$ cat src/rtl/curr_ctu_feeder.sv
// Current-CTU feeder: streams the 64 rows of a 64x64 CTU from current-frame memory
// to the PE array, tagging each row with its CB half and checking the controller's tag.
module curr_ctu_feeder #(
  parameter int unsigned PIX_W   = 8,
  parameter int unsigned ROW_PIX = 64,
  parameter int unsigned ADDR_W  = 12,
  parameter int unsigned MEM_LAT = 2
) (
  input  logic                       clk,
  input  logic                       rst,
  input  logic                       ctu_start,
  input  logic [ADDR_W-1:0]          ctu_base,
  input  logic                       in_curr_enable,
  input  logic                       CB_select,
  output logic                       mem_rd_en,
  output logic [ADDR_W-1:0]          mem_rd_addr,
  input  logic [ROW_PIX*PIX_W-1:0]   mem_rd_data,
  output logic                       curr_valid,
  output logic [ROW_PIX*PIX_W-1:0]   curr_data,
  output logic                       curr_cb12,
  output logic [4:0]                 curr_row,
  output logic                       load_done,
  output logic                       seq_err
);

  localparam int unsigned ROWS  = 64;
  localparam int unsigned CNT_W = 7;
  localparam int unsigned LAST  = MEM_LAT - 1;

  typedef enum logic [1:0] {IDLE, FETCH, DRAIN} state_t;

  state_t                    state_q, state_d;
  logic [CNT_W-1:0]          row_cnt_q, row_cnt_d;
  logic [ADDR_W-1:0]         base_q, base_d;
  logic [5:0]                eff_row_c;
  logic [ADDR_W-1:0]         eff_base_c;
  logic                      exp_tag_c;
  logic                      out_last_c;
  logic                      out_take_c;
  logic [MEM_LAT-1:0]        pipe_v;
  logic [MEM_LAT-1:0][5:0]   pipe_row;

  // A ctu_start restarts the row sequence at the new base in the same cycle.
  always_comb begin
    state_d     = state_q;
    row_cnt_d   = row_cnt_q;
    base_d      = base_q;
    eff_row_c   = ctu_start ? 6'd0 : row_cnt_q[5:0];
    eff_base_c  = ctu_start ? ctu_base : base_q;
    mem_rd_en   = !rst && in_curr_enable &&
                  (ctu_start || (state_q == FETCH && row_cnt_q < CNT_W'(ROWS)));
    mem_rd_addr = eff_base_c + ADDR_W'(eff_row_c);
    exp_tag_c   = ~eff_row_c[5];
    out_take_c  = pipe_v[LAST] && !ctu_start;
    out_last_c  = out_take_c && (pipe_row[LAST] == 6'd63);

    if (ctu_start) begin
      state_d   = FETCH;
      base_d    = ctu_base;
      row_cnt_d = mem_rd_en ? CNT_W'(1) : CNT_W'(0);
    end else begin
      case (state_q)
        FETCH: begin
          if (mem_rd_en) begin
            row_cnt_d = row_cnt_q + CNT_W'(1);
            if (row_cnt_q == CNT_W'(ROWS - 1)) state_d = DRAIN;
          end
        end
        DRAIN: if (out_last_c) state_d = IDLE;
        default: ;
      endcase
    end
  end

  always_ff @(posedge clk or posedge rst) begin
    if (rst) begin
      state_q   <= IDLE;
      row_cnt_q <= '0;
      base_q    <= '0;
    end else begin
      state_q   <= state_d;
      row_cnt_q <= row_cnt_d;
      base_q    <= base_d;
    end
  end

  // Row tags ride alongside the memory read; a restart drops whatever is in flight.
  always_ff @(posedge clk or posedge rst) begin
    if (rst) begin
      pipe_v   <= '0;
      pipe_row <= '0;
    end else begin
      pipe_v[0]   <= mem_rd_en;
      pipe_row[0] <= eff_row_c;
      for (int unsigned i = 1; i < MEM_LAT; i++) begin
        pipe_v[i]   <= pipe_v[i-1] && !ctu_start;
        pipe_row[i] <= pipe_row[i-1];
      end
    end
  end

  always_ff @(posedge clk or posedge rst) begin
    if (rst) begin
      curr_valid <= 1'b0;
      curr_data  <= '0;
      curr_cb12  <= 1'b1;
      curr_row   <= '0;
      load_done  <= 1'b0;
      seq_err    <= 1'b0;
    end else begin
      curr_valid <= out_take_c;
      load_done  <= out_last_c;
      seq_err    <= (seq_err && !ctu_start) || (mem_rd_en && (CB_select != exp_tag_c));
      if (out_take_c) begin
        curr_data <= mem_rd_data;
        curr_cb12 <= ~pipe_row[LAST][5];
        curr_row  <= pipe_row[LAST][4:0];
      end
    end
  end

endmodule

$ cat config.mk
export PLATFORM = sky130hd
export DESIGN_NAME = curr_ctu_feeder
export DESIGN_NICKNAME = d
export VERILOG_FILES = /design/src/rtl/curr_ctu_feeder.sv
export SDC_FILE = /design/constraint.sdc
export NUM_CORES = 1
export LEC_CHECK = 0
export CAP_MARGIN = 20
export CORE_AREA = 4 4 414 416
export DETAILED_ROUTE_END_ITERATION = 6
export DIE_AREA = 0 0 418 420
export GPL_ROUTABILITY_DRIVEN = 0
export GPL_TIMING_DRIVEN = 0
export PLACE_DENSITY = 0.38
export SYNTH_ARGS = -nofsm -noshare
export SYNTH_HDL_FRONTEND = slang
export SYNTH_SLANG_ARGS = --single-unit
$ cat constraint.sdc
create_clock -name clk -period 31.4 [get_ports clk]
set_clock_uncertainty 0.05 [all_clocks]
set_input_delay 4.71 -clock clk [delete_from_list [all_inputs] [get_ports clk]]
set_output_delay 4.71 -clock clk [all_outputs]
set_load 0.03 [all_outputs]
# Word-level counts from Yosys, hierarchy flattened
# Index checks and enable logic that the tools add are counted.
[totals]
reg_bits = 556
in_bits = 529
wordCells = 53
[op_classes]
addsub = 2
magnitude_cmp = 1
n_eq_ne = 8
n_mux = 11
bitwise = 2
reduce_logical = 17
[op_table]
columns = ["cell", "n"]
rows = [
  ["$mux 7", 3],
  ["$add 12x6->12", 1],
  ["$mux 12", 1],
  ["$logic_and 1x1->1", 8],
  ["$mux 2", 4],
  ["$add 7x1->7 const B", 1],
  ["$eq 7x6->1 const B", 1],
  ["$lt 7x7->1 const B", 1],
  ["$eq 6x6->1 const B", 1],
  ["$mux 6", 1],
  ["$ne 3x3->1 const B", 2],
  ["$pmux 2 s2", 1],
  ["$reduce_and 4->1", 1],
  ["$reduce_bool 2->1", 2],
  ["$ne 3x2->1 const B", 1],
  ["$reduce_bool 3->1", 1],
  ["$eq 2x1->1 const B", 1],
  ["$eq 2x2->1 const B", 1],
  ["$logic_not 1->1", 2],
  ["$logic_or 1x1->1", 2],
  ["$not 1->1", 2],
  ["$reduce_and 2->1", 1],
  ["$mux 1", 1],
  ["$ne 1x1->1", 1],
]

# Longest topological paths before layout
# Gate-level depths: netlist (run 1).
[depth]
ltp_word = 7
depth_mapped = 8
mapped_depth_nobuf = 7

# Worst setup path before layout (run 1)
# No wires, ideal clock.
[synth_timing]
path_type = "input-to-output"
from = "input rst"
to = "output mem_rd_en"
arrival_ns = 17.731
setup_slack_ns = 8.909
path_stages = 3
path_cell_list = "inv_1 -> nand2_1 -> nor2_1"
[synth_via]
elab_chain_len = 3
[synth_lines]
columns = ["item", "line", "text"]
rows = [
  ["start, declared", "10", "input logic rst,"],
  ["$logic_not 1->1 (no source line)", "--", ""],
  ["$logic_and 1x1->1 (2 in a row)", "50", "mem_rd_en = !rst && in_curr_enable &&"],
  ["end, declared", "15", "output logic mem_rd_en,"],
]
# Every way passes these cells.

# Final worst setup path (run 1)
[layout_timing]
from = "input ctu_start"
to = "output mem_rd_addr[7]"
[layout_via]
elab_chain_len = 2
[layout_lines]
columns = ["item", "line", "text"]
rows = [
  ["start, declared", "11", "input logic ctu_start,"],
  ["$mux 12 or $mux 6 (tied branches)", "--", ""],
  ["$add 12x6->12 (*)", "52", "mem_rd_addr = eff_base_c + ADDR_W'(eff_row_c);"],
  ["end, declared", "16", "output logic [ADDR_W-1:0] mem_rd_addr,"],
]
# Every way passes the cells marked *; elsewhere a longest branch is shown, timed or not.

==> results.py, run 1 <==
metrics = {
    "placed_design": {
        "pre_cts_ws_ns": 18.30,
        "placed_cell_area_um2": 34800,
        "hpwl_um": 96600,
        "io_buffers": 1062,
        "dp.cells": 5595,
    },
    "timing": {
        "rsz0062_at_grt": "no",
        "final_max_slew_viol_count": 0,
        "clock.fmax_ghz": 0.0768,
        "worst_pin_slew_ns": 0.671,
        "post-route-period-util_pct": 41.5,
        "timing.slew.headroom_pct": 55.2,
        "finalHoldViolations": 0,
        "min_period_ns": 13.03,
        "fin_ws_ns": 18.37,
        "setup_viol": 0,
        "tns_ns": 0,
    },
    "finish": {
        "drive_above_1_share_pct": 7.65,
        "post-route-util_pct": 22.4,
        "syn_to_final_growth_pct": 76.6,
        "fin_cells": 5751,
        "final_area_um2": 37500,
        "fillers": 18300,
        "nets": 4008,
    },
    "grt": {
        "grt.overflow.total": 0,
        "grt_max_degree": 107,
        "antenna_found_initial": 29,
        "track_usage_pct": 13.3,
        "grt_first_pass_wirelength_um": 164000,
        "first_global_vias": 20300,
    },
    "detailed_routing": {
        "highest_layer": "met5",
        "dr_wl_met2_um": 62300,
        "route.layer.met1.wl_um": 45700,
        "drt_iter0_drc": 1111,
        "final_antenna_net_count": 0,
        "drc": 0,
        "wirelength_um": 122000,
        "firstDrtPassIters": 5,
        "routedWlPerCell_um": 21.2,
        "wl_met3_um": 9280,
        "vias": 19500,
        "via_per_inst": 3.39,
    },
    "floorplanning": {
        "core_um2": 167000,
        "rows": 150,
        "start_util_pct": 12.7,
        "pin_count": 1063,
        "die_height_um": 420,
        "die_x_um": 418,
        "dieArea_um2": 176000,
    },
    "clocking": {
        "cts-htree-levels": 3,
        "clk_pin_slew_worst_paths_ns": 0.06,
        "clock_path_buffers": 3,
        "cts_hold_buffers": 0,
        "clock-root-buffer": "clkbuf_16",
        "clk_latency_ns": 0.65,
        "cts_made_buffers": 78,
        "tritoncts": "built",
        "cts_setup_buffers": 0,
        "cts-resized-gates": 0,
        "clock-sinks": 556,
    },
    "worst_setup_path": {
        "crit_buf_inv": 4,
        "max_stage_delay_ns": 0.79,
        "cp_cell_sequence": "clkdlybuf4s50_1 > buf_6 > buf_2 > mux2_2 > ha_1 > o211ai_1 > o21bai_1 > o21ai_0 > xnor2_1 > clkdlybuf4s50_1",
        "cp_max_fo": 10,
        "arrival_ns": 8.27,
        "cp-start-kind": "primary input",
        "cp-end-kind": "primary output",
        "path_common_cell": "clkdlybuf4s50_1",
        "crit_family": "buffers and inverters",
        "slowest_stage": "clkdlybuf4s50_1",
        "crit_type": "in -> out",
        "required_ns": 26.64,
    },
    "logic_synthesis": {
        "synth.distinct_cells": 38,
        "avgSynthCellArea_um2": 9.14,
        "synth_top_area_cell": "dfrtp_1",
        "synth_edf_count": 0,
        "synth-seq-cells": 556,
        "synth_warnings": 0,
        "syn_inst": 2324,
        "yosys_most_used_dff": "dfrtp_1",
        "yosysMostFrequentCell": "nand2_1",
        "netlist_top_cells_area": "dfrtp_1 65%, nand2_1 27%, buf_2 1.7%",
        "yosys.area.top_type_share_pct": 65.4,
        "async_flop_share_pct": 100,
        "synth_area_um2": 21200,
        "ys_top_cells_by_count": "1555 x nand2_1, 555 x dfrtp_1, 74 x buf_2",
        "ys_seq_area_share_pct": 65.5,
        "synthesis.nets": 2861,
    },
    "run_status": {
        "status": "finished, final reports clean",
    },
    "power": {
        "peakVddDrop_uv": 41.6,
        "leakage_nw": 17.6,
        "power.density_nw_per_um2": 72.4,
    },
    "min_path": {
        "worstHoldPathType": "reg -> reg",
    },
    "flow_run": {
        "drv_cap": 0,
    },
}
[path summary, 6_finish.rpt]
path	to	slack, ns	cells past startpoint	from
worst min-delay path	pipe_row[10]	0.28	0	pipe_row[4]
worst min register to register	pipe_row[10]	0.28	0	pipe_row[4]
worst max register to register	curr_data[111]	29.17	7	pipe_v[1]
worst max-delay path	mem_rd_addr[7]	18.37	10	ctu_start
max in group asynchronous	curr_data[72]	24.60	5	rst
min in group asynchronous	curr_row[2]	4.58	2	rst
[routing by layer]
| metal | global-route usage (%) | vias to the layer above |
|---|---|---|
| li1 | - | 9388 |
| met1 | 14.7 | 9270 |
| met3 | 4.66 | 177 |
| met2 | 23.5 | 675 |
| met4 | 5.24 | 14 |
| met5 | 0 | - |
[final cells by class]
class                      instances  area, um2  share of cell area [%]
sequential                       556      13900                    37.1
timing repair buffer            1067      10800                    28.7
multi-input combinational       1646       6600                    17.6
tap                             2204       2760                    7.35
clock buffer                     111       2320                    6.18
buffer                           118        704                    1.88
clock inverter                    28        375                    1.00
antenna                           17       42.5                   0.113
inverter                           4       22.5                  0.0600
[sequential cells by signal (all words and copies together), names as in the netlist, 2 cells and up]
name       flops
curr_data    512
base_q        12
pipe_row      12
row_cnt_q      7
curr_row       5
pipe_v         2
state_q        2
[metrics by stage]
stage	hold slack, ns	total power [mW]
5_1_grt	0.292	2.85
6_report	0.284	2.72
2_1_floorplan	0.281	1.33
3_5_place_dp	0.285	1.79
4_1_cts	0.284	2.78
3_3_place_gp	0.284	1.80
[cells in the final DEF (no fill, tap or decap), drive strengths merged, types with 2 or more instances in the layout]
cell           synthesis  layout
a21o                   4       4
a21oi                  5       5
and2                   3       3
and3                   3       3
buf                  117     122
bufinv                 0       8
clkbuf                 1     112
clkdlybuf4s50          0    1062
clkinv                 0      13
clkinvlp               0       2
dfrtp                555     555
diode                  0      17
ha                     7       7
inv                    4       9
mux2                  12      12
nand2               1555    1555
nand3                  2       2
nand4                  5       5
nor2                  10      10
nor2b                  7       7
o211ai                 3       3
o21ai                  2       2
xnor2                  7       7
xor2                   8       8
[report_power, final]
group | internal, mW | switching, mW | total, mW
Combinational | 0.337 | 0.501 | 0.838
Clock | 0.580 | 0.368 | 0.947
Sequential | 0.851 | 0.0796 | 0.931
Total | 1.77 | 0.948 | 2.72
[kinds of logic after synthesis]
family | Yosys count | share of synthesized area [%]
AO/OA/AOI/OAI | 22 | 0.825
multiplexers | 13 | 0.736
adder cells (fa/ha/maj) | 8 | 0.507
XOR/XNOR | 15 | 0.619
buffers and inverters | 122 | 3.39
flip-flops | 556 | 65.5
AND/OR/NAND/NOR | 1588 | 28.4
Power figures use the tool's default switching activity.
==> run 2: changes to the inputs <==
--- a/config.mk
+++ b/config.mk
@@ -6,12 +6,12 @@
 export NUM_CORES = 1
 export LEC_CHECK = 0
 export CAP_MARGIN = 20
-export CORE_AREA = 4 4 414 416
+export CORE_AREA = 4 4 410 412
 export DETAILED_ROUTE_END_ITERATION = 6
-export DIE_AREA = 0 0 418 420
+export DIE_AREA = 0 0 414 416
 export GPL_ROUTABILITY_DRIVEN = 0
 export GPL_TIMING_DRIVEN = 0
-export PLACE_DENSITY = 0.38
+export PLACE_DENSITY = 0.39
 export SYNTH_ARGS = -nofsm -noshare
 export SYNTH_HDL_FRONTEND = slang
 export SYNTH_SLANG_ARGS = --single-unit
==> constraint.sdc (replaced) <==
create_clock -name clk -period 12.25 [get_ports clk]
set_clock_uncertainty 0.05 [all_clocks]
set_input_delay 1.8375 -clock clk [delete_from_list [all_inputs] [get_ports clk]]
set_output_delay 1.8375 -clock clk [all_outputs]
set_load 0.03 [all_outputs]
==> run 2 against run 1 <==
Net effect:
- first-iteration DRC count fell by 15%
- global-route usage rose by 0.83 points
- sequential power rose to 2.6 times the previous value
- hold slack improved by 0.0049 ns
- register-to-register slack got worse by 19 ns
- clock-buffer cell count rose by 6
- clock power rose by 140%
- critical path depth did not move
- die area fell by 1.9%
- sequential share of layout area fell by 0.052 points
- worst setup slack got worse by 13 ns
- total power rose to 2.5 times the previous value
- critical path type unchanged
- critical endpoint is now mem_rd_addr[8]
- largest power group is now sequential cells
==> results.py, run 2 (synthesis results as in run 1) <==
metrics = {
    "run_status": {
        "status": "finished, final reports clean",
    },
    "timing": {
        "min_period_ns": 7.14,
        "clock.fmax_ghz": 0.140,
        "timing.slew.headroom_pct": 43.7,
        "rsz0062_at_grt": "no",
        "worst_pin_slew_ns": 0.842,
        "setup_viol": 0,
        "post-route-period-util_pct": 58.3,
        "final_max_slew_viol_count": 0,
        "fin_ws_ns": 5.11,
        "whs_ns": 0.289,
        "finalHoldViolations": 0,
    },
    "worst_setup_path": {
        "r2r_end": "curr_data[110]",
        "required_ns": 10.36,
        "crit_end": "mem_rd_addr[8]",
        "cp_cell_sequence": "clkdlybuf4s50_1 > buf_6 > mux2_2 > ha_1 > fa_1 > a21o_1 > a221oi_2 > nor2_1 > xor2_1 > clkdlybuf4s50_1",
        "cp_max_fo": 10,
        "r2r_cells": 6,
        "crit_type": "in -> out",
        "max_stage_delay_ns": 0.73,
        "path_common_cell": "clkdlybuf4s50_1",
        "worst_r2r_startpoint": "pipe_v[1]",
        "reg2reg_slack_ns": 10.03,
        "slowest_stage": "clkdlybuf4s50_1",
        "cp-end-kind": "primary output",
        "crit_start": "ctu_start",
        "cp-start-kind": "primary input",
        "arrival_ns": 5.25,
    },
    "flow_run": {
        "drv_cap": 0,
    },
    "clocking": {
        "cts_made_buffers": 78,
        "cts-htree-levels": 3,
        "tritoncts": "built",
        "clk_latency_ns": 0.65,
        "clock_path_buffers": 3,
        "cts_hold_buffers": 0,
        "cts_setup_buffers": 0,
        "clock-sinks": 556,
        "clock-root-buffer": "clkbuf_16",
        "clk_pin_slew_worst_paths_ns": 0.05,
        "cts-resized-gates": 0,
    },
    "power": {
        "peakVddDrop_uv": 86.9,
        "leakage_nw": 17.6,
        "p_int_mw": 4.42,
        "netSwitchingFraction_pct": 35.4,
        "power.density_nw_per_um2": 182,
        "seqPwrFrac_pct": 35.0,
        "power_switching_mw": 2.42,
        "power_frac_comb_pct": 31.5,
        "clkPwrFrac_pct": 33.5,
    },
    "placed_design": {
        "pre_cts_ws_ns": 5.05,
        "io_buffers": 1062,
        "hpwl_um": 102000,
    },
    "finish": {
        "final_cell_mix": "1555 x nand2_1, 1062 x clkdlybuf4s50_1, 555 x dfrtp_1",
        "syn_to_final_growth_pct": 76.9,
        "final_common_cell": "nand2_1",
        "fillers": 18100,
        "regMostFlops": "curr_data",
        "reg.largest.list": "curr_data (512), base_q (12), pipe_row (12)",
        "largest_register_ffs": 512,
        "drive_above_1_share_pct": 7.76,
        "nets": 4020,
    },
    "floorplanning": {
        "core_um2": 164000,
        "dieArea_um2": 172000,
        "die_height_um": 416,
        "start_util_pct": 12.9,
        "die_x_um": 414,
        "pin_count": 1063,
        "rows": 149,
    },
    "detailed_routing": {
        "final_antenna_net_count": 0,
        "vias": 19600,
        "drt_iter0_drc": 942,
        "firstDrtPassIters": 5,
        "wirelength_um": 126000,
        "routedWlPerCell_um": 21.9,
        "via_per_inst": 3.41,
        "drc": 0,
    },
    "grt": {
        "grt_first_pass_wirelength_um": 171000,
        "grt_max_degree": 38,
        "track_usage_pct": 14.2,
        "grt.overflow.total": 0,
        "first_global_vias": 20800,
        "antenna_found_initial": 57,
    },
    "min_path": {
        "worstHoldPathType": "reg -> reg",
    },
}
run 2: power groups by stage:
stage,clock [mW],sequential [mW],combinational [mW]
3_3_place_gp,0,2.42,2.19
2_1_floorplan,0,3.07,0.336
5_1_grt,2.47,2.44,2.30
3_5_place_dp,0,2.42,2.19
6_report,2.29,2.39,2.16
4_1_cts,2.40,2.40,2.20
run 2: layer usage:
| metal | wire length, um | part of all wire, % | vias to the layer above | global-route usage (%) |
|---|---|---|---|---|
| li1 | - | - | 9395 | - |
| met2 | 65800 | 52 | 677 | 25.6 |
| met4 | 3840 | 3.1 | 0 | 5.19 |
| met5 | 0 | 0 | - | 0 |
| met1 | 43900 | 35 | 9353 | 14.2 |
| met3 | 12200 | 9.7 | 207 | 6.65 |
run 2: final cells by class:
cell class              count  area (um2)  share of cell area [%]
diodes                     19        47.5                   0.127
inverters                   4        18.8                  0.0500
clock buffers             117        2300                    6.12
well taps                2189        2740                    7.29
multi-input cells        1646        6600                    17.6
flip-flops and latches    556       13900                    37.0
clock inverters            23         263                   0.700
repair buffers           1079       11000                    29.2
plain buffers             118         704                    1.88
run 2: worst min path at each step:
stage	from	to	slack, ns	cells past startpoint
2_1_floorplan	pipe_row[4]	pipe_row[10]	0.28	0
6_report	pipe_row[4]	pipe_row[10]	0.29	0
5_1_grt	pipe_row[5]	pipe_row[11]	0.31	0
3_5_place_dp	pipe_row[4]	pipe_row[10]	0.28	0
4_1_cts	pipe_row[4]	pipe_row[10]	0.29	0
3_3_place_gp	pipe_row[4]	pipe_row[10]	0.28	0
run 2: critical path: cells and delay by family:
family | cells | cell delay (ns)
AO/OA/AOI/OAI | 2 | 0.60
XOR/XNOR | 1 | 0.14
adder cells (fa/ha/maj) | 2 | 0.65
buffers and inverters | 3 | 1.55
multiplexers | 1 | 0.36
AND/OR/NAND/NOR | 1 | 0.11
run 2: stage by stage:
stage | instances | power, mW | utilization, % | area [um2] | TNS (ns)
2_1_floorplan | 2324 | 3.40 | - | 21200 | -0.102
3_3_place_gp | 5575 | 4.61 | 21.0 | 34600 | -1406.37
3_5_place_dp | 5592 | 4.61 | 21.3 | 34900 | 0
4_1_cts | 5732 | 6.99 | 22.8 | 37500 | 0
5_1_grt | 5748 | 7.21 | 22.8 | 37600 | 0
6_report | 5751 | 6.84 | 22.8 | 37600 | 0
==> run 3: changes to the inputs <==
==> constraint.sdc (replaced) <==
create_clock -name clk -period 6.8 [get_ports clk]
set_clock_uncertainty 0.05 [all_clocks]
set_input_delay 1.02 -clock clk [delete_from_list [all_inputs] [get_ports clk]]
set_output_delay 1.02 -clock clk [all_outputs]
set_load 0.03 [all_outputs]
==> run 3 against run 2 <==
Net effect:
- clock-buffer cell count fell by 4
- critical endpoint unchanged
- flip-flop and latch count unchanged
- die area unchanged
- combinational power grew 81%
- worst setup slack got worse by 3.8 ns
- critical path depth unchanged
==> results.py, run 3 (synthesis results as in run 1) <==
metrics = {
    "grt": {
        "first_global_vias": 20800,
        "grt.overflow.total": 0,
        "grt_max_degree": 37,
        "grt_first_pass_wirelength_um": 173000,
        "antenna_found_initial": 53,
        "track_usage_pct": 14.3,
    },
    "floorplanning": {
        "start_util_pct": 12.9,
        "pin_count": 1063,
        "die_height_um": 416,
        "dieArea_um2": 172000,
        "rows": 149,
        "die_x_um": 414,
        "core_um2": 164000,
    },
    "run_status": {
        "status": "finished, final reports clean",
    },
    "clocking": {
        "cts_made_buffers": 79,
        "clock_path_buffers": 3,
        "cts-htree-levels": 3,
        "cts-resized-gates": 0,
        "cts_setup_buffers": 0,
        "tritoncts": "built",
        "clk_pin_slew_worst_paths_ns": 0.06,
        "clock-sinks": 556,
        "clock-root-buffer": "clkbuf_16",
        "clk_latency_ns": 0.67,
        "cts_hold_buffers": 0,
    },
    "finish": {
        "reg.largest.list": "curr_data (512), base_q (12), pipe_row (12)",
        "fin_cells": 5747,
        "final_common_cell": "nand2_1",
        "final_cell_mix": "1555 x nand2_1, 1062 x clkdlybuf4s50_1, 555 x dfrtp_1",
        "largest_register_ffs": 512,
        "fillers": 18100,
        "regMostFlops": "curr_data",
        "drive_above_1_share_pct": 7.68,
        "nets": 4024,
        "multiInputGateArea_um2": 6600,
        "post-route-util_pct": 22.9,
        "syn_to_final_growth_pct": 77.3,
        "seqCellArea_um2": 13900,
    },
    "power": {
        "power_frac_comb_pct": 31.4,
        "netSwitchingFraction_pct": 35.3,
        "power.density_nw_per_um2": 331,
        "leakage_nw": 17.7,
        "finalPower_mw": 12.5,
        "seqPwrFrac_pct": 34.5,
        "peakVddDrop_uv": 206,
        "power_switching_mw": 4.40,
        "p_int_mw": 8.06,
        "clkPwrFrac_pct": 34.1,
    },
    "worst_setup_path": {
        "cp_max_fo": 10,
        "cp-end-kind": "primary output",
        "required_ns": 5.73,
        "cp_cell_sequence": "clkdlybuf4s50_1 > buf_6 > buf_2 > mux2_2 > ha_1 > and3_1 > a221oi_2 > nor2_1 > xor2_1 > clkdlybuf4s50_1",
        "path_common_cell": "clkdlybuf4s50_1",
        "crit_buf_inv": 4,
        "arrival_ns": 4.47,
        "crit_type": "in -> out",
        "cp-start-kind": "primary input",
        "max_stage_delay_ns": 0.76,
        "crit_family": "buffers and inverters",
        "slowest_stage": "clkdlybuf4s50_1",
    },
    "timing": {
        "timing.slew.headroom_pct": 52.3,
        "setup_viol": 0,
        "worst_pin_slew_ns": 0.713,
        "final_max_slew_viol_count": 0,
        "min_period_ns": 5.54,
        "post-route-period-util_pct": 81.5,
        "clock.fmax_ghz": 0.180,
        "rsz0062_at_grt": "no",
        "finalHoldViolations": 0,
    },
    "detailed_routing": {
        "via_per_inst": 3.45,
        "final_antenna_net_count": 0,
        "drc": 0,
        "vias": 19800,
        "routedWlPerCell_um": 22.1,
        "drt_iter0_drc": 1133,
        "wirelength_um": 127000,
        "firstDrtPassIters": 5,
    },
    "flow_run": {
        "drv_cap": 0,
    },
    "placed_design": {
        "dp.cells": 5595,
        "hpwl_um": 103000,
        "io_buffers": 1062,
    },
    "min_path": {
        "worstHoldPathType": "reg -> reg",
    },
}
==> run 3: cell types whose count changed in the layout (fill, tap and decap cells not counted), sizes merged <==
| cell | change |
|---|---|
| bufinv | +4 |
| buf | +3 |
| clkinv | -3 |
| clkbuf | -4 |
| clkinvlp | +1 |
| diode | -3 |
| inv | -2 |
==> run 3: area by class of cell <==
type | instances | area share [%]
buffer | 118 | 1.87
antenna | 16 | 0.106
multi-input combinational | 1646 | 17.5
tap | 2189 | 7.27
timing repair buffer | 1082 | 29.3
clock buffer | 113 | 5.94
inverter | 4 | 0.0498
sequential | 556 | 37.0
clock inverter | 23 | 0.980
==> run 3: power groups by stage <==
stage	sequential, mW	clock, mW	combinational [mW]
4_1_cts	4.31	4.45	3.99
5_1_grt	4.38	4.57	4.16
6_report	4.30	4.25	3.91
2_1_floorplan	5.53	0	0.606
3_3_place_gp	4.35	0	3.95
3_5_place_dp	4.35	0	3.97
==> run 3: stage by stage <==
stage                     area [um2]  hold slack, ns  setup WS, ns  TNS (ns)
after global routing           37600           0.287          1.10         0
after CTS                      37600           0.274          1.18         0
final                          37700           0.274          1.26         0
after floorplan                21200           0.281         -3.90  -1037.74
after global placement         34600           0.283        -10.45  -4009.12
after detailed placement       35000           0.285          1.19         0
==> run 3: metal layers <==
| metal | GRT usage, % | vias to the layer above | wire [um] |
|---|---|---|---|
| met2 | 25.5 | 733 | 65700 |
| met4 | 5.28 | 2 | 3610 |
| li1 | - | 9381 | - |
| met5 | 0 | - | 12 |
| met3 | 6.57 | 212 | 13000 |
| met1 | 14.6 | 9495 | 44700 |
==> run 3: final timing paths <==
check / end / slack (ns) / cells past startpoint / startpoint
min reg2reg: pipe_row[7] / 0.27 / 0 / pipe_row[1]
min: pipe_row[7] / 0.27 / 0 / pipe_row[1]
min in group asynchronous: pipe_row[5] / 0.69 / 2 / rst
max: mem_rd_addr[8] / 1.26 / 10 / ctu_start
max in group asynchronous: curr_data[115] / 4.51 / 7 / rst
max reg2reg: curr_data[108] / 4.53 / 6 / pipe_v[1]
==> edit (config.mk and constraints of run 2) <==
Remove the register `load_done`: a continuous assignment takes its place, so the output `load_done` follows one clock earlier.
--- a/src/rtl/curr_ctu_feeder.sv
+++ b/src/rtl/curr_ctu_feeder.sv
@@ -105,11 +105,9 @@
       curr_data  <= '0;
       curr_cb12  <= 1'b1;
       curr_row   <= '0;
-      load_done  <= 1'b0;
       seq_err    <= 1'b0;
     end else begin
       curr_valid <= out_take_c;
-      load_done  <= out_last_c;
       seq_err    <= (seq_err && !ctu_start) || (mem_rd_en && (CB_select != exp_tag_c));
       if (out_take_c) begin
         curr_data <= mem_rd_data;
@@ -119,5 +117,7 @@
     end
   end
 
+  assign load_done = out_last_c;
+
 endmodule
 
Check against the original RTL: no difference found for any inputs over 4 cycles, from zero or initial values and one cycle with rst high; that may be too few to reach the edited logic, so the function may still have changed.
==> edit against run 2 <==
- non-clock buffer count up 2
- power up 0.50%
- first-iteration DRC count up 0.53%
- setup slack worse by 33 ps
- hold slack better by 7.7 ps
- cell area up 0.16%
- area after synthesis down 0.12%
- sequential cell count down 1
- routed wire length up 0.90%
- critical endpoint unchanged
==> edit: results (changes against run 2) <==
Final nets - 4021 (+0.025%)
Number of global-route vias before repair - 20738 (-0.077%)
Max Buffers Root-to-Sink - 3 (unchanged)
First-pass GRT wire length - 173 mm (+0.63%)
Worst hold stages - 0 (unchanged)
Seq/Total Area, Yosys - 0.655 (about the same)
Area contributors post-synth - dfrtp_1, nand2_1, buf_2, buf_4, mux2_2
Share of cells above drive strength 1 - 0.0784 (+0.000825)
Net Sw Power - 2.46 mW (+1.7%)
Vias - 19853 (+1.1%)
DP Wirelength - 103 mm (+0.51%)
Top delay family on crit path - buffers and inverters
Fin. Hold Viols - 0 (unchanged)
Initial antenna violation count - 47 (-18%)
Max-slew headroom - 0.581 (+0.144)
PortBufs - 1062 (unchanged)
Arrival time worst endpoint - 5290 ps (+40 ps)
Top FF cell, synth - dfrtp_1
Dpl ws - 5010 ps (-47.1 ps)
Status - finished, final reports clean
Largest net degree at the start of global routing - 37 (-2.6%)
Iteration-0 DRC Markers - 947 (+0.53%)
Top post-synthesis cells by count - nand2_1, dfrtp_1, buf_2, buf_4, nor2_1
Fin cells - 5749 (-0.035%)
Worst VDD drop - 0.126 mV (+44%)
Yosys warnings - 0 (unchanged)
CTS buffer count - 78 (unchanged)
Antenna viol nets, final - 0 (unchanged)
Synthesized instance count - 2323 (-0.043%)
Cells after DPL - 5593 (+0.018%)
Net count after synthesis - 2860 (-0.035%)
Leakage Power - 17.7 nW (about the same)
Gr usage total - 0.142 (+0.000584)
R2R cell count - 7 (+1)
DR WL/cell - 22.1 µm (+0.93%)
Hold Path Class - flip-flop to flip-flop
## edit: cell count changes in the layout (fill, tap and decap cells not counted)
cell	run 2	this run
clkinv_4	2	0
clkinv_16	1	3
clkinv_2	11	10
buf_16	0	2
clkinvlp_4	2	3
inv_6	3	4
clkinv_8	1	3
clkbuf_1	21	20
dfrtp_1	555	554
clkbuf_16	79	78
inv_16	1	0
diode_2	19	16
## edit: area by class of cell
cell class / count / area [µm²]
buffer: 118 / 704
inverter: 4 / 18.8
clock buffer: 115 / 2270
tap: 2189 / 2740
fill: 18053 / 127000
timing repair buffer: 1081 / 11000
antenna: 16 / 40.0
multi-input combinational: 1646 / 6600
sequential: 555 / 13900
clock inverter: 25 / 329
## edit: metal layers
metal  track usage  wire length (µm)  share of wire  vias to the layer above
met5             0                26        0.00020                        -
met4        0.0496              4180          0.033                        4
met3        0.0616             11400          0.090                      201
met2         0.253             64900           0.51                      704
met1         0.149             46300           0.37                     9543
li1              -                 -              -                     9401
## edit: path summary, 6_finish.rpt
| path | startpoint | slack (ps) | to |
|---|---|---|---|
| hold reg to reg | pipe_row[4] | 300 | pipe_row[10] |
| min in group asynchronous | rst | 1520 | base_q[2] |
| setup / recovery | ctu_start | 5080 | mem_rd_addr[8] |
| max in group asynchronous | rst | 8800 | curr_data[228] |
| setup reg to reg | pipe_v[1] | 9980 | curr_data[426] |
| hold / removal | pipe_row[4] | 300 | pipe_row[10] |
## edit: metrics by stage
| step | hold slack (ps) | cell area, µm² | util | TNS, ps |
|---|---|---|---|---|
| after floorplan | 281 | 21200 | - | -87.0 |
| after CTS | 295 | 37600 | 0.229 | 0 |
| final | 297 | 37600 | 0.229 | 0 |
| after detailed placement | 285 | 35000 | 0.213 | 0 |
| after global routing | 301 | 37600 | 0.229 | 0 |
| after global placement | 284 | 34600 | 0.210 | -1420570 |
## edit: cell families (layout without fill, tap and decap cells)
| logic type | count (synthesis) | count (layout) | share of synthesized area |
|---|---|---|---|
| and+or+nand+nor | 1588 | 1588 | 0.284 |
| DFF | 555 | 555 | 0.655 |
| buffers and inverters | 122 | 1343 | 0.0339 |
| AOI/OAI and AO/OA | 22 | 22 | 0.00826 |
| xor gates and xnor gates | 15 | 15 | 0.00619 |
| muxes | 13 | 13 | 0.00737 |
| adders and majority gates | 8 | 8 | 0.00507 |
| other | 0 | 16 | 0 |
## edit: power groups by stage
stage | sequential, mW | combinational (mW) | clock [mW]
5_1_grt | 2.43 | 2.30 | 2.50
3_5_place_dp | 2.41 | 2.20 | 0
6_report | 2.38 | 2.17 | 2.32
3_3_place_gp | 2.41 | 2.19 | 0
4_1_cts | 2.39 | 2.21 | 2.43
2_1_floorplan | 3.06 | 0.336 | 0
